$ cat src/rtl/ah_pkt_pkg.sv
// Shared definitions for the AH packet path (splitter and collator).
// - AH_NARROW_W / AH_WIDE_W: default narrow beat and wide packet widths.
// - ah_lanes():  number of narrow beats per wide packet.
// - ah_idx_w():  width of a lane index register (at least 1 bit).
package ah_pkt_pkg;

    localparam int unsigned AH_NARROW_W = 10;
    localparam int unsigned AH_WIDE_W   = 30;

    function automatic int unsigned ah_lanes(input int unsigned wide_w,
                                             input int unsigned narrow_w);
        return wide_w / narrow_w;
    endfunction

    function automatic int unsigned ah_idx_w(input int unsigned lanes);
        return (lanes <= 2) ? 1 : $clog2(lanes);
    endfunction

endpackage

$ cat src/rtl/ah_packet_splitter.sv
// Wide-to-narrow packet serializer. Holds one IN_W-bit packet and emits it as
// LANES = IN_W/OUT_W beats, most-significant slice first, so that the
// collator's {old, new} concatenation rebuilds the original packet.
// Ports:
//   clk, rstn           clock (rising edge), asynchronous active-low reset
//   in_data/valid/ready wide packet input handshake
//   out_data/valid/ready/last  narrow beat output handshake, last = final beat
//   busy                packet held (same as out_valid)
module ah_packet_splitter
    import ah_pkt_pkg::*;
#(
    parameter int unsigned IN_W  = AH_WIDE_W,
    parameter int unsigned OUT_W = AH_NARROW_W
) (
    input  logic             clk,
    input  logic             rstn,
    input  logic [IN_W-1:0]  in_data,
    input  logic             in_valid,
    output logic             in_ready,
    output logic [OUT_W-1:0] out_data,
    output logic             out_valid,
    output logic             out_last,
    input  logic             out_ready,
    output logic             busy
);

    localparam int unsigned LANES = ah_lanes(IN_W, OUT_W);
    localparam int unsigned IDX_W = ah_idx_w(LANES);
    localparam logic [IDX_W-1:0] LAST_IDX = IDX_W'(LANES - 1);

    if ((IN_W % OUT_W) != 0 || LANES < 2) begin : g_bad_widths
        $error("ah_packet_splitter: IN_W must be a multiple of OUT_W with at least 2 lanes");
    end

    logic             full;
    logic [IDX_W-1:0] lane_idx;
    logic [IN_W-1:0]  pkt;

    logic is_last_lane;
    logic in_fire;
    logic out_fire;

    assign is_last_lane = (lane_idx == LAST_IDX);
    assign out_valid    = full;
    assign busy         = full;
    assign out_last     = full && is_last_lane;
    assign out_fire     = full && out_ready;
    // Accepting on the last-beat handshake gives back-to-back packets with no bubble.
    assign in_ready     = !full || (out_fire && is_last_lane);
    assign in_fire      = in_valid && in_ready;

    // Lane 0 selects the MSB slice.
    always_comb begin
        out_data = '0;
        for (int unsigned i = 0; i < LANES; i++) begin
            if (lane_idx == IDX_W'(i)) begin
                out_data = pkt[IN_W-1-i*OUT_W -: OUT_W];
            end
        end
    end

    always_ff @(posedge clk or negedge rstn) begin
        if (!rstn) begin
            full     <= 1'b0;
            lane_idx <= '0;
            pkt      <= '0;
        end else if (in_fire) begin
            pkt      <= in_data;
            lane_idx <= '0;
            full     <= 1'b1;
        end else if (out_fire && !is_last_lane) begin
            lane_idx <= lane_idx + 1'b1;
        end else if (out_fire) begin
            full     <= 1'b0;
            lane_idx <= '0;
        end
    end

endmodule

$ cat config.mk
export PLATFORM = sky130hd
export DESIGN_NAME = ah_packet_splitter
export DESIGN_NICKNAME = d
export VERILOG_FILES = /design/src/rtl/ah_pkt_pkg.sv /design/src/rtl/ah_packet_splitter.sv
export SDC_FILE = /design/constraint.sdc
export NUM_CORES = 1
export LEC_CHECK = 0
export ABC_CLOCK_PERIOD_IN_PS = 2300
export CAP_MARGIN = 20
export CORE_MARGIN = 2
export CORE_UTILIZATION = 53
export CTS_BUF_LIST = sky130_fd_sc_hd__clkbuf_8
export CTS_CLUSTER_SIZE = 24
export DETAILED_ROUTE_END_ITERATION = 10
export PLACE_DENSITY = 0.91
export SLEW_MARGIN = 20
export SYNTH_ARGS = -nofsm -noshare
export SYNTH_HDL_FRONTEND = slang
export SYNTH_SLANG_ARGS = --single-unit
$ cat constraint.sdc
create_clock -name clk -period 2.3 [get_ports clk]
set_input_delay 0.23 -clock clk [delete_from_list [all_inputs] [get_ports clk]]
set_output_delay 0.23 -clock clk [all_outputs]
set_load 0.05 [all_outputs]
== Word level (Yosys, flattened, before mapping) ==
Cells that the tools add are included.

* Register bits after elaboration: 33

* $add $sub $neg: 1
* Equality and inequality tests: 3
* Muxes and demuxes: 9
* Reductions and logical operators: 12

{| class="wikitable"
|+ Operators with widths
! kind !! count
|-
| two-way mux 10 bit || 3
|-
| two-way mux 2 bit || 3
|-
| logical AND 1 bit || 5
|-
| two-way mux 1 bit || 3
|-
| nonzero test 3 bit || 1
|-
| adder 2 x 1 -> 2 bit (second input constant) || 1
|-
| equality test 2 x 1 -> 1 bit (second input constant) || 1
|-
| equality test 2 bit (second input constant) || 1
|-
| logical NOT 1 bit || 2
|-
| logical NOT 2 bit || 1
|-
| inequality test 2 bit (second input constant) || 1
|-
| AND reduction 2 bit || 1
|-
| nonzero test 2 bit || 1
|-
| logical OR 1 bit || 1
|}

== Depth between registers and ports, before layout ==
Gate-level depths: netlist (run 1).

* Depth after elaboration: 6
* Mapped depth: 6
* Depth with buffers taken out: 5

== Least setup slack after synthesis (run 1) ==
OpenSTA, ideal clock, no wires.

* Path type: reg-to-output
* Start point: register lane_idx[1]
* End point: output port out_data[5]
* Data arrival time: 1.780 ns
* Required time: 2.070 ns
* Path slack: 0.290 ns
* Stages on the path, launching flop included: 7
* Cells stage by stage: dfrtp_1 -> inv_1 -> ha_1 -> clkbuf_1 -> buf_2 -> a21oi_1 -> o21ai_1

* Cells in the longest elaborated chain, start to end: 4
* Elaborated cells on any way between the ends: 6
* Classes of those cells: eq/ne (2); mux (3); reduce/logical (1)

{| class="wikitable"
|+ Ends and longest elaborated chain
! what !! line !! source
|-
| from (decl) || ah_packet_splitter.sv:36 || <nowiki>logic [IDX_W-1:0] lane_idx;</nowiki>
|-
| from (signal assigned) || ah_packet_splitter.sv:72 || <nowiki>lane_idx <= lane_idx + 1'b1;</nowiki>
|-
| logical NOT 2 bit || ah_packet_splitter.sv:56 || <nowiki>if (lane_idx == IDX_W'(i)) begin</nowiki>
|-
| two-way mux 10 bit (2 in series) || ah_packet_splitter.sv:56 ||
|-
| two-way mux 10 bit (*) || ah_packet_splitter.sv:56 ||
|-
| to (decl) || ah_packet_splitter.sv:20 || <nowiki>output logic [OUT_W-1:0] out_data,</nowiki>
|}

Mark *: on every way between the ends. The rest lies on a longest branch, timed or not.

== Worst setup path after layout (run 1) ==
* Start point: register lane_idx[0]
* End point: output port out_data[8]

Same word-level chain as after synthesis.

==> results by group, run 1 <==
Outcome
  – Outcome: finished clean

STA
  – Layout Skew: 5.36 ps
  – # setup viols final: 0
  – Worst-margin pin slew: between 500 and 600 ps
  – Fraction of the cycle the final worst path needs: 0.899
  – Setup TNS Final: 0 ps
  – WHS: 341 ps
  – F_max: about 480 MHz
  – Max_slew headroom: 0.631
  – Slew Limit Fails: 0
  – RSZ-0062 raised after global routing: false
  – Final Hold Violating Endpoints: 0
  – Fin crit period: about 2100 ps

Setup path
  – Path depth of the worst reg2reg path: 5
  – WS Path Type: reg -> out
  – RR Startpoint: lane_idx[0]$_DFFE_PN0P_
  – Setup crit end kind: output port
  – CP Launch Type: flop
  – Worst endpoint required time: just over 2000 ps
  – End of the worst register-to-register path: pkt[12]$_DFFE_PN0N_
  – CP max FO: 10
  – Worst reg2reg setup slack: around 420 ps
  – CP Data Arrival Time: between 1500 and 2000 ps

Routing
  – Vias/cell: about 4.9
  – Wire per inst: between 15 and 20 microns
  – Post-route ant nets: 0
  – Overall routed net length: between 3 and 4 mm
  – 1st-pass router iterations: 4
  – Initial drt markers: 74
  – Routed vias: about 1.1k
  – Number of remaining DRC errors: 0

Pwr
  – VDD IR-drop max: a little over 800 uV
  – Leak Pwr: approximately 1.1 nW
  – Pwr Density: 1650 mW/mm^2

Logic synthesis
  – Post-synth top flop: dfrtp_1
  – YS warnings: 0
  – Syn nets: roughly 160
  – Most common cell in the netlist: dfrtp_1
  – Synth Area per Inst: ~14 sq um
  – Number of synthesized register bits: 33
  – Ys async rst share: 1.00
  – Unique masters post-synth: 21
  – Post-Syn Instances: roughly 130
  – Sequential area share after synthesis: 0.480
  – Top post-synthesis cells by area: dfrtp_1 48%, mux2_4 26%, and3b_1 5.1%, buf_12 3.5%, o21ai_1 3.5%
  – Post-synth EDFFs: 0
  – Synth top area share: 0.480
  – Commonest cells post-synth: 33 x dfrtp_1, 30 x mux2_4, 12 x o21ai_1
  – Post-synth top area cell: dfrtp_1
  – Post-Syn Area: 0.00172 sq mm

Clock tree
  – Inserted Clock Buffers: 5
  – Root Driver: clkbuf_8
  – CTS tree: done
  – Htree depth: 2
  – Clock slew at reported path FFs: 60 ps
  – CTS Hold Bufs: 0
  – Resize count post-CTS: 0
  – Max Root-Sink Buffers: 2
  – Num Clock Sinks: 33
  – Worst-Skew Late Latency: about 290 ps
  – Total setup buffers inserted after CTS: 0

Place
  – Placer congestion estimate: slightly below 0.8
  – DP HPWL: between 2 and 2.5 mm
  – Placement Cell Area: 0.00231 sq mm
  – IO Port Bufs: 47

GRT
  – Grt ovf: 0
  – Gr usage total: 0.210
  – Antenna violations before repair: 0
  – Global-route wire length before repair: approximately 5.4 mm
  – Vias in the first global route: roughly 1.1k
  – Largest net degree at the start of global routing: 34

Die
  – Initial core utilization: 0.559
  – I/O pin cnt: 48
  – Chip width: 61.0 microns
  – Chip height: approximately 60 microns
  – Num rows: 20
  – Core area: roughly 0.0031 sq mm
  – Area of the die: between 0.003 and 0.004 sq mm

Worst hold path
  – Worst Hold Class: in -> async

Layout
  – Filler cells: roughly 190
  – # diodes: 0
  – Area Overhead vs Synth: 39.0%
  – NumNets Final: roughly 210
  – Share of cells above drive strength 1: 0.307
  – Post-route cell area: 0.00239 sq mm

Flow run
  – Max Cap Viol: 0
## stage by stage
stage / setup slack (ps) / total power, mW / cells / util
final: 233 / 3.94 / 220 / 0.777
after detailed placement: 381 / 3.53 / 213 / 0.749
after global routing: 99.3 / 4.14 / 220 / 0.777
after global placement: 440 / 3.45 / 213 / 0.749
after floorplan: 290 / 2.55 / 127 / -
after CTS: 229 / 3.98 / 220 / 0.777
## area by class of cell
| cell class | instances | area, sq um | area share |
|---|---|---|---|
| flip-flops and latches | 33 | 826 | 0.345 |
| multi-input cells | 84 | 805 | 0.336 |
| clock buffers | 6 | 82.6 | 0.0345 |
| repair buffers | 50 | 613 | 0.256 |
| inverters | 2 | 7.51 | 0.00314 |
| clock inverters | 1 | 3.75 | 0.00157 |
| well taps | 44 | 55.1 | 0.0230 |
## how the worst max path moves through the flow
stage / start / to / slack, ps / depth (start not counted)
final: lane_idx[0]$_DFFE_PN0P_ / out_data[8] / 230 / 6
after global routing: lane_idx[0]$_DFFE_PN0P_ / out_data[8] / 100 / 6
after CTS: lane_idx[0]$_DFFE_PN0P_ / out_data[8] / 230 / 6
after detailed placement: out_ready / pkt[11]$_DFFE_PN0N_ / 380 / 4
after global placement: out_ready / pkt[12]$_DFFE_PN0N_ / 440 / 4
after floorplan: lane_idx[1]$_DFFE_PN0P_ / out_data[5] / 290 / 6
## critical path, cell delays in order, from the launching register on
cell	delay (ps)
dfrtp_1	410
inv_1	120
ha_1	330
and3b_1	230
a21oi_1	60
o21ai_1	230
buf_12	170
## registers in the layout, indices dropped and copies added, names as in the netlist
name	flops
lane_idx	2
busy	1
pkt	30
## cells in the final DEF (no fill, tap or decap)
master,count
a21bo_4,1
and3b_1,10
clkdlybuf4s50_1,35
nand2_4,1
nand2_1,10
nand4b_1,1
ha_1,3
dfrtp_1,33
mux2_4,30
mux2_2,1
clkbuf_8,6
nand2b_1,1
buf_12,12
a21oi_1,10
and2_1,1
nor2b_1,1
o31ai_1,1
buf_4,3
o21ai_1,12
inv_1,3
nor3b_1,1
## power by group
group	switching [mW]	internal [mW]
clock	0.196	0.232
combinational	1.18	1.28
sequential	0.180	0.872
## layer usage
| layer | share of wire | vias to the layer above | track usage |
|---|---|---|---|
| met2 | 0.47 | 22 | 0.307 |
| met4 | 0.021 | 0 | 0.0932 |
| met1 | 0.47 | 518 | 0.280 |
| met3 | 0.044 | 7 | 0.0768 |
| li1 | - | 539 | - |
| met5 | 0 | - | 0 |
## kinds of logic after synthesis
family                   Yosys count  synth area share
AO/OA/AOI/OAI                     24            0.0778
adder cells (fa/ha/maj)            3            0.0218
buffers and inverters             10            0.0531
flip-flops                        33             0.480
multiplexers                      31             0.268
AND/OR/NAND/NOR                   26            0.0996
No activity file was read; power rests on OpenSTA's default activity.
==> inputs of run 2 (changes only) <==
ABC_CLOCK_PERIOD_IN_PS = not set   (was 2300)
CORE_UTILIZATION = 51   (was 53)
CTS_BUF_LIST = not set   (was sky130_fd_sc_hd__clkbuf_8)
PLACE_DENSITY = 0.88   (was 0.91)
==> run 2 against run 1 <==
Net effect: combinational power hardly changed; clock power is 25% lower; worst hold slack worse by 64 ps; sequential share of layout area is 0.51 points higher; non-clock buffer count is 1 lower; global-route usage is 0.091 points higher; critical path type unchanged.
==> results by group, run 2 (synthesis results as in run 1) <==
Outcome
  – Outcome: finished clean

Clock tree
  – Root Driver: clkbuf_4
  – Htree depth: 2 (unchanged)
  – Num Clock Sinks: 33 (unchanged)
  – Clock slew at reported path FFs: 110 ps (+50 ps)
  – Worst-Skew Late Latency: 350 ps (+60 ps)
  – Max Root-Sink Buffers: 2 (unchanged)
  – CTS tree: done
  – Inserted Clock Buffers: 5 (unchanged)
  – CTS Hold Bufs: 0 (unchanged)

GRT
  – Vias in the first global route: 1207 (+9.5%)
  – Gr usage total: 0.211 (+0.000911)
  – Grt ovf: 0 (unchanged)
  – Antenna violations before repair: 0 (unchanged)
  – Global-route wire length before repair: 6.27 mm (+16%)
  – Largest net degree at the start of global routing: 34 (unchanged)

Die
  – Num rows: 21 (+5.0%)
  – Chip width: 62.1 microns (+1.8%)
  – Chip height: 62.1 microns (+1.8%)
  – I/O pin cnt: 48 (unchanged)
  – Initial core utilization: 0.524 (-0.0352)
  – Core area: 0.00328 sq mm (+6.7%)
  – Area of the die: 0.00386 sq mm (+3.7%)

Routing
  – Routed vias: 1147 (+5.6%)
  – Wire per inst: 16.3 microns (+6.6%)
  – Post-route ant nets: 0 (unchanged)
  – Number of remaining DRC errors: 0 (unchanged)
  – 1st-pass router iterations: 4 (unchanged)
  – Overall routed net length: 3.62 mm (+7.6%)
  – Vias/cell: 5.17 (+4.7%)
  – Initial drt markers: 63 (-15%)

Worst hold path
  – Worst Hold Class: in -> async

Setup path
  – Worst reg2reg setup slack: 420 ps (about the same)
  – CP Data Arrival Time: 1880 ps (+40 ps)
  – Critical Path End: out_data[4]
  – Crit path from: lane_idx[1]$_DFFE_PN0P_
  – Setup crit end kind: output port
  – End of the worst register-to-register path: pkt[20]$_DFFE_PN0N_
  – Worst endpoint required time: 2070 ps (about the same)
  – RR Startpoint: lane_idx[0]$_DFFE_PN0P_
  – CP max FO: 20 (+10)
  – Path depth of the worst reg2reg path: 5 (unchanged)
  – WS Path Type: reg -> out
  – CP Launch Type: flop

Layout
  – # diodes: 0 (unchanged)
  – Most common cell after layout, fill and taps aside: clkdlybuf4s50_1
  – Share of cells above drive strength 1: 0.318 (+0.0114)
  – Area Overhead vs Synth: 36.9%
  – Max reg flops: 30 (unchanged)
  – Commonest non-fill, non-tap cells in the layout: 35 x clkdlybuf4s50_1, 33 x dfrtp_1, 30 x mux2_4
  – Largest Register: pkt
  – NumNets Final: 212 (-0.47%)
  – Filler cells: 209 (+11%)

STA
  – Fin crit period: 2110 ps (+43.2 ps)
  – Max_slew headroom: 0.624 (-0.00708)
  – Final Hold Violating Endpoints: 0 (unchanged)
  – Setup TNS Final: 0 ps (unchanged)
  – Worst setup margin: 190 ps (-43.2 ps)
  – Layout Skew: 12.3 ps (+6.97 ps)
  – RSZ-0062 raised after global routing: false
  – # setup viols final: 0 (unchanged)
  – Slew Limit Fails: 0 (unchanged)
  – Fraction of the cycle the final worst path needs: 0.918 (+0.0188)
  – Worst-margin pin slew: 564 ps (+10.6 ps)
  – F_max: 474 MHz (-2.0%)

Place
  – Setup Slack @ Placement: 364 ps (-17.4 ps)
  – DP HPWL: 2.56 mm (+3.8%)
  – IO Port Bufs: 47 (unchanged)
  – Placer congestion estimate: 0.755 (-5.1%)

Pwr
  – Total power: 3.86 mW (-2.1%)
  – Pwr Density: 1640 mW/mm^2 (-0.69%)
  – VDD IR-drop max: 602 uV (-27%)
  – Leak Pwr: 1.12 nW (-2.1%)

Flow run
  – Max Cap Viol: 0 (unchanged)
-- run 2: cell count changes in the layout (fill, tap and decap cells not counted) --
cell / before / now
clkbuf_1: 0 / 1
clkinv_2: 0 / 2
inv_1: 3 / 2
clkbuf_4: 0 / 5
ha_1: 3 / 1
clkbuf_8: 6 / 0
ha_2: 0 / 2
buf_4: 3 / 2
-- run 2: worst min-delay path by stage --
stage | from | end | slack [ps]
2_1_floorplan | rstn | busy$_DFFE_PN0P_ | -70
3_3_place_gp | pkt[20]$_DFFE_PN0N_ | pkt[20]$_DFFE_PN0N_ | 490
3_5_place_dp | pkt[29]$_DFFE_PN0N_ | pkt[29]$_DFFE_PN0N_ | 490
4_1_cts | rstn | lane_idx[0]$_DFFE_PN0P_ | 300
5_1_grt | rstn | pkt[6]$_DFFE_PN0N_ | 320
6_report | rstn | pkt[6]$_DFFE_PN0N_ | 280
-- run 2: cell type report --
| class | instances | area (sq um) | area share |
|---|---|---|---|
| clock buffers | 6 | 41.3 | 0.0175 |
| clock inverters | 2 | 10.0 | 0.00425 |
| inverters | 2 | 7.51 | 0.00318 |
| multi-input cells | 84 | 810 | 0.343 |
| flip-flops and latches | 33 | 826 | 0.350 |
| well taps | 46 | 57.6 | 0.0244 |
| repair buffers | 49 | 606 | 0.257 |
-- run 2: routing by layer --
layer / global-route usage / vias to the layer above / part of all wire / wire length, microns
met5: 0 / - / 0 / 0
met4: 0.0944 / 0 / 0.028 / 100
met3: 0.0688 / 10 / 0.054 / 195
met2: 0.318 / 41 / 0.48 / 1740
met1: 0.279 / 554 / 0.44 / 1580
li1: - / 542 / - / -
-- run 2: report_power, final --
part           switching, mW  internal (mW)
combinational           1.19           1.29
clock                  0.206          0.116
sequential             0.189          0.869
-- run 2: critical path, cell delays in order, from the launching register on --
cell	delay [ps]
dfrtp_1	390
inv_1	100
ha_2	390
and3b_1	230
a21oi_1	140
o21ai_1	120
buf_12	170
-- run 2: what timing repair did --
action,CTS,global route
resized for setup,1,1
endpoints found under the setup margin,1,1
buffers inserted,0,0
hold endpoints to repair,0,0
-- run 2: stage by stage --
stage | util | std cells | hold WS (ps) | cell area (sq um)
final | 0.718 | 222 | 278 | 2360
after global routing | 0.718 | 222 | 319 | 2360
after CTS | 0.717 | 222 | 297 | 2350
after detailed placement | 0.701 | 214 | 492 | 2300
after global placement | 0.701 | 214 | 487 | 2300
after floorplan | - | 127 | -65.6 | 1720
==> inputs of run 3 (changes only) <==
--- a/config.mk
+++ b/config.mk
@@ -6,4 +6,5 @@
 export NUM_CORES = 1
 export LEC_CHECK = 0
+export ABC_AREA = 1
 export CAP_MARGIN = 20
 export CORE_MARGIN = 2
@@ -11,5 +12,5 @@
 export CTS_CLUSTER_SIZE = 24
 export DETAILED_ROUTE_END_ITERATION = 10
-export PLACE_DENSITY = 0.88
+export PLACE_DENSITY = 0.89
 export SLEW_MARGIN = 20
 export SYNTH_ARGS = -nofsm -noshare
==> constraint.sdc (replaced) <==
create_clock -name clk -period 2.3 [get_ports clk]
set_input_delay 0.23 -clock clk [delete_from_list [all_inputs] [get_ports clk]]
set_output_delay 0.23 -clock clk [all_outputs]
set_load 0.1 [all_outputs]
==> run 3 against run 2 <==
Net effect: synthesized cell count increased by 80%; die area fell by 1.8%; global-route usage is 3.3 points higher; setup slack improved by 15 ps; register-to-register slack worse by 50 ps; critical path depth is the same; cell count increased by 43%.
==> results by group, run 3 <==
Setup path
  – Setup crit end kind: output port
  – CP max FO: 13 (-35%)
  – Path depth of the worst reg2reg path: 7 (+2)
  – Worst path slowest cell: dfrtp_1
  – Crit-path cells: inv_1, ha_2, inv_1, nand3_1, nand2_1, buf_12
  – WP depth: 6 (unchanged)
  – RR Startpoint: lane_idx[0]$_DFFE_PN0P_
  – CP Launch Type: flop
  – Crit path buf inv count: 3 (+1)
  – CP Data Arrival Time: 1870 ps (about the same)
  – Worst endpoint required time: 2070 ps (about the same)
  – Critical Path End: out_data[5]
  – Critical path's most frequent cell: inv_1
  – Slowest stage delay, CP: 410 ps (+20 ps)
  – End of the worst register-to-register path: pkt[12]$_DFFE_PN0N_
  – Crit path from: lane_idx[0]$_DFFE_PN0P_
  – Worst reg2reg setup slack: 370 ps (-50 ps)
  – Cell family with most CP delay: buffers and inverters
  – WS Path Type: reg -> out

GRT
  – Grt ovf: 0 (unchanged)
  – Largest net degree at the start of global routing: 34 (unchanged)
  – Global-route wire length before repair: 6.69 mm (+6.7%)
  – Vias in the first global route: 1525 (+26%)
  – Gr usage total: 0.244 (+0.0331)
  – Antenna violations before repair: 0 (unchanged)

Routing
  – 1st-pass router iterations: 5 (+1)
  – Post-route ant nets: 0 (unchanged)
  – Overall routed net length: 3.95 mm (+9.1%)
  – Initial drt markers: 103 (+63%)
  – Number of remaining DRC errors: 0 (unchanged)
  – Vias/cell: 4.94 (-4.4%)
  – Routed vias: 1571 (+37%)
  – Wire per inst: 12.4 microns (-24%)

Clock tree
  – Total setup buffers inserted after CTS: 0 (unchanged)
  – Num Clock Sinks: 33 (unchanged)
  – Htree depth: 2 (unchanged)
  – Worst-Skew Late Latency: 340 ps (about the same)
  – Clock slew at reported path FFs: 110 ps (about the same)
  – CTS tree: done
  – Inserted Clock Buffers: 5 (unchanged)
  – Root Driver: clkbuf_4
  – Max Root-Sink Buffers: 2 (unchanged)

Place
  – # placed instances: 310 (+45%)
  – DP HPWL: 2.87 mm (+12%)
  – IO Port Bufs: 47 (unchanged)
  – Placer congestion estimate: 0.821 (+8.9%)
  – Setup Slack @ Placement: 258 ps (-106 ps)

STA
  – Setup TNS Final: 0 ps (unchanged)
  – Worst setup margin: 205 ps (+15.0 ps)
  – Fin crit period: 2100 ps (-15.0 ps)
  – Layout Skew: 7.03 ps (-5.30 ps)
  – # setup viols final: 0 (unchanged)
  – Max_slew headroom: 0.628 (+0.00424)
  – F_max: 477 MHz (+0.71%)
  – Fraction of the cycle the final worst path needs: 0.911 (-0.00651)
  – Worst-margin pin slew: 556 ps (-7.83 ps)
  – RSZ-0062 raised after global routing: false
  – Slew Limit Fails: 0 (unchanged)
  – Final Hold Violating Endpoints: 0 (unchanged)

Flow run
  – Max Cap Viol: 0 (unchanged)

Logic synthesis
  – Commonest cells post-synth: 115 x nand2_1, 43 x nand3_1, 33 x dfrtp_1
  – Sequential area share after synthesis: 0.489 (+0.00924)
  – Unique masters post-synth: 12 (-43%)
  – Synth Area per Inst: 7.38 sq um (-46%)
  – Post-Syn Instances: 229 (+80%)
  – Top post-synthesis cells by area: dfrtp_1 49%, nand2_1 26%, nand3_1 13%, inv_1 3.6%, buf_2 2.4%
  – Post-synth top flop: dfrtp_1
  – Post-synth EDFFs: 0 (unchanged)
  – Post-Syn Area: 0.00169 sq mm (-1.9%)
  – Syn nets: 266 (+62%)
  – YS warnings: 0 (unchanged)
  – Most common cell in the netlist: nand2_1
  – Post-synth top area cell: dfrtp_1
  – Synth top area share: 0.489 (+0.00924)
  – Number of synthesized register bits: 33 (unchanged)
  – Ys async rst share: 1.00 (unchanged)

Layout
  – Share of cells above drive strength 1: 0.106 (-0.212)
  – Max reg flops: 30 (unchanged)
  – Largest Register: pkt
  – # diodes: 0 (unchanged)
  – Most common cell after layout, fill and taps aside: nand2_1
  – Finished Layout Cells: 318 (+43%)
  – Commonest non-fill, non-tap cells in the layout: 115 x nand2_1, 43 x nand3_1, 33 x dfrtp_1, 33 x clkdlybuf4s50_1, 16 x inv_1
  – NumNets Final: 310 (+46%)
  – Area Overhead vs Synth: 37.6%
  – Fin util: 0.749 (+0.0315)

Die
  – Chip width: 61.6 microns (-0.89%)
  – Initial core utilization: 0.544 (+0.0202)
  – Num rows: 20 (-4.8%)
  – Chip height: 61.6 microns (-0.89%)
  – Core area: 0.00310 sq mm (-5.5%)
  – I/O pin cnt: 48 (unchanged)
  – Area of the die: 0.00379 sq mm (-1.8%)

Worst hold path
  – Worst Hold Class: in -> async

Outcome
  – Outcome: finished clean
[run 3: timing repair]
action / CTS / global route
setup endpoints to repair: 0 / 10
hold buffers: 0 / 0
gates resized for setup: 0 / 1
[run 3: area by class of cell]
| class | instances | area (sq um) |
|---|---|---|
| Clock buffer | 5 | 37.5 |
| Clock inverter | 3 | 17.5 |
| Fill cell | 260 | 778 |
| Inverter | 17 | 63.8 |
| Multi-Input combinational cell | 165 | 709 |
| Sequential cell | 33 | 826 |
| Tap cell | 44 | 55.1 |
| Timing Repair Buffer | 51 | 616 |
[run 3: cells by family after synthesis]
| kind of cell | Yosys count | share of synthesized area |
|---|---|---|
| compound gates | 2 | 0.00593 |
| simple gates | 160 | 0.390 |
| buf+inv | 31 | 0.0926 |
| fa+ha+maj | 3 | 0.0222 |
| flops | 33 | 0.489 |
[run 3: metrics by stage]
stage                     hold WS [ps]  instance area, sq um
final                              282                  2320
after global routing               320                  2320
after CTS                          295                  2320
after detailed placement           459                  2270
after global placement             456                  2270
after floorplan                  -65.6                  1690
[run 3: routing by layer]
layer,share of wire,GRT usage,up-vias
met5,0,0,-
met4,0.022,0.106,0
met3,0.055,0.0504,10
met2,0.49,0.402,57
met1,0.43,0.310,711
li1,-,-,793
[run 3: how the worst min path moves through the flow]
| stage | start | end | slack [ps] | depth (start not counted) |
|---|---|---|---|---|
| floorplan | rstn | busy$_DFFE_PN0P_ | -70 | 0 |
| global placement | pkt[2]$_DFFE_PN0N_ | pkt[2]$_DFFE_PN0N_ | 460 | 2 |
| detailed placement | pkt[2]$_DFFE_PN0N_ | pkt[2]$_DFFE_PN0N_ | 460 | 2 |
| CTS | rstn | pkt[13]$_DFFE_PN0N_ | 290 | 2 |
| global route | rstn | pkt[11]$_DFFE_PN0N_ | 320 | 2 |
| finish | rstn | pkt[11]$_DFFE_PN0N_ | 280 | 2 |
[run 3: worst register-to-register path, cell delays in order, from the launching register on]
cell and delay, ps:
dfrtp_1 420, inv_1 110, ha_2 320, nand2_1 100, nand2_2 230, nand2_2 400, nand2_1 190, nand2_1 60
Power of run 3 is not shown: default switching activity piles up to over one toggle a cycle in this logic, so the estimate is an artifact.
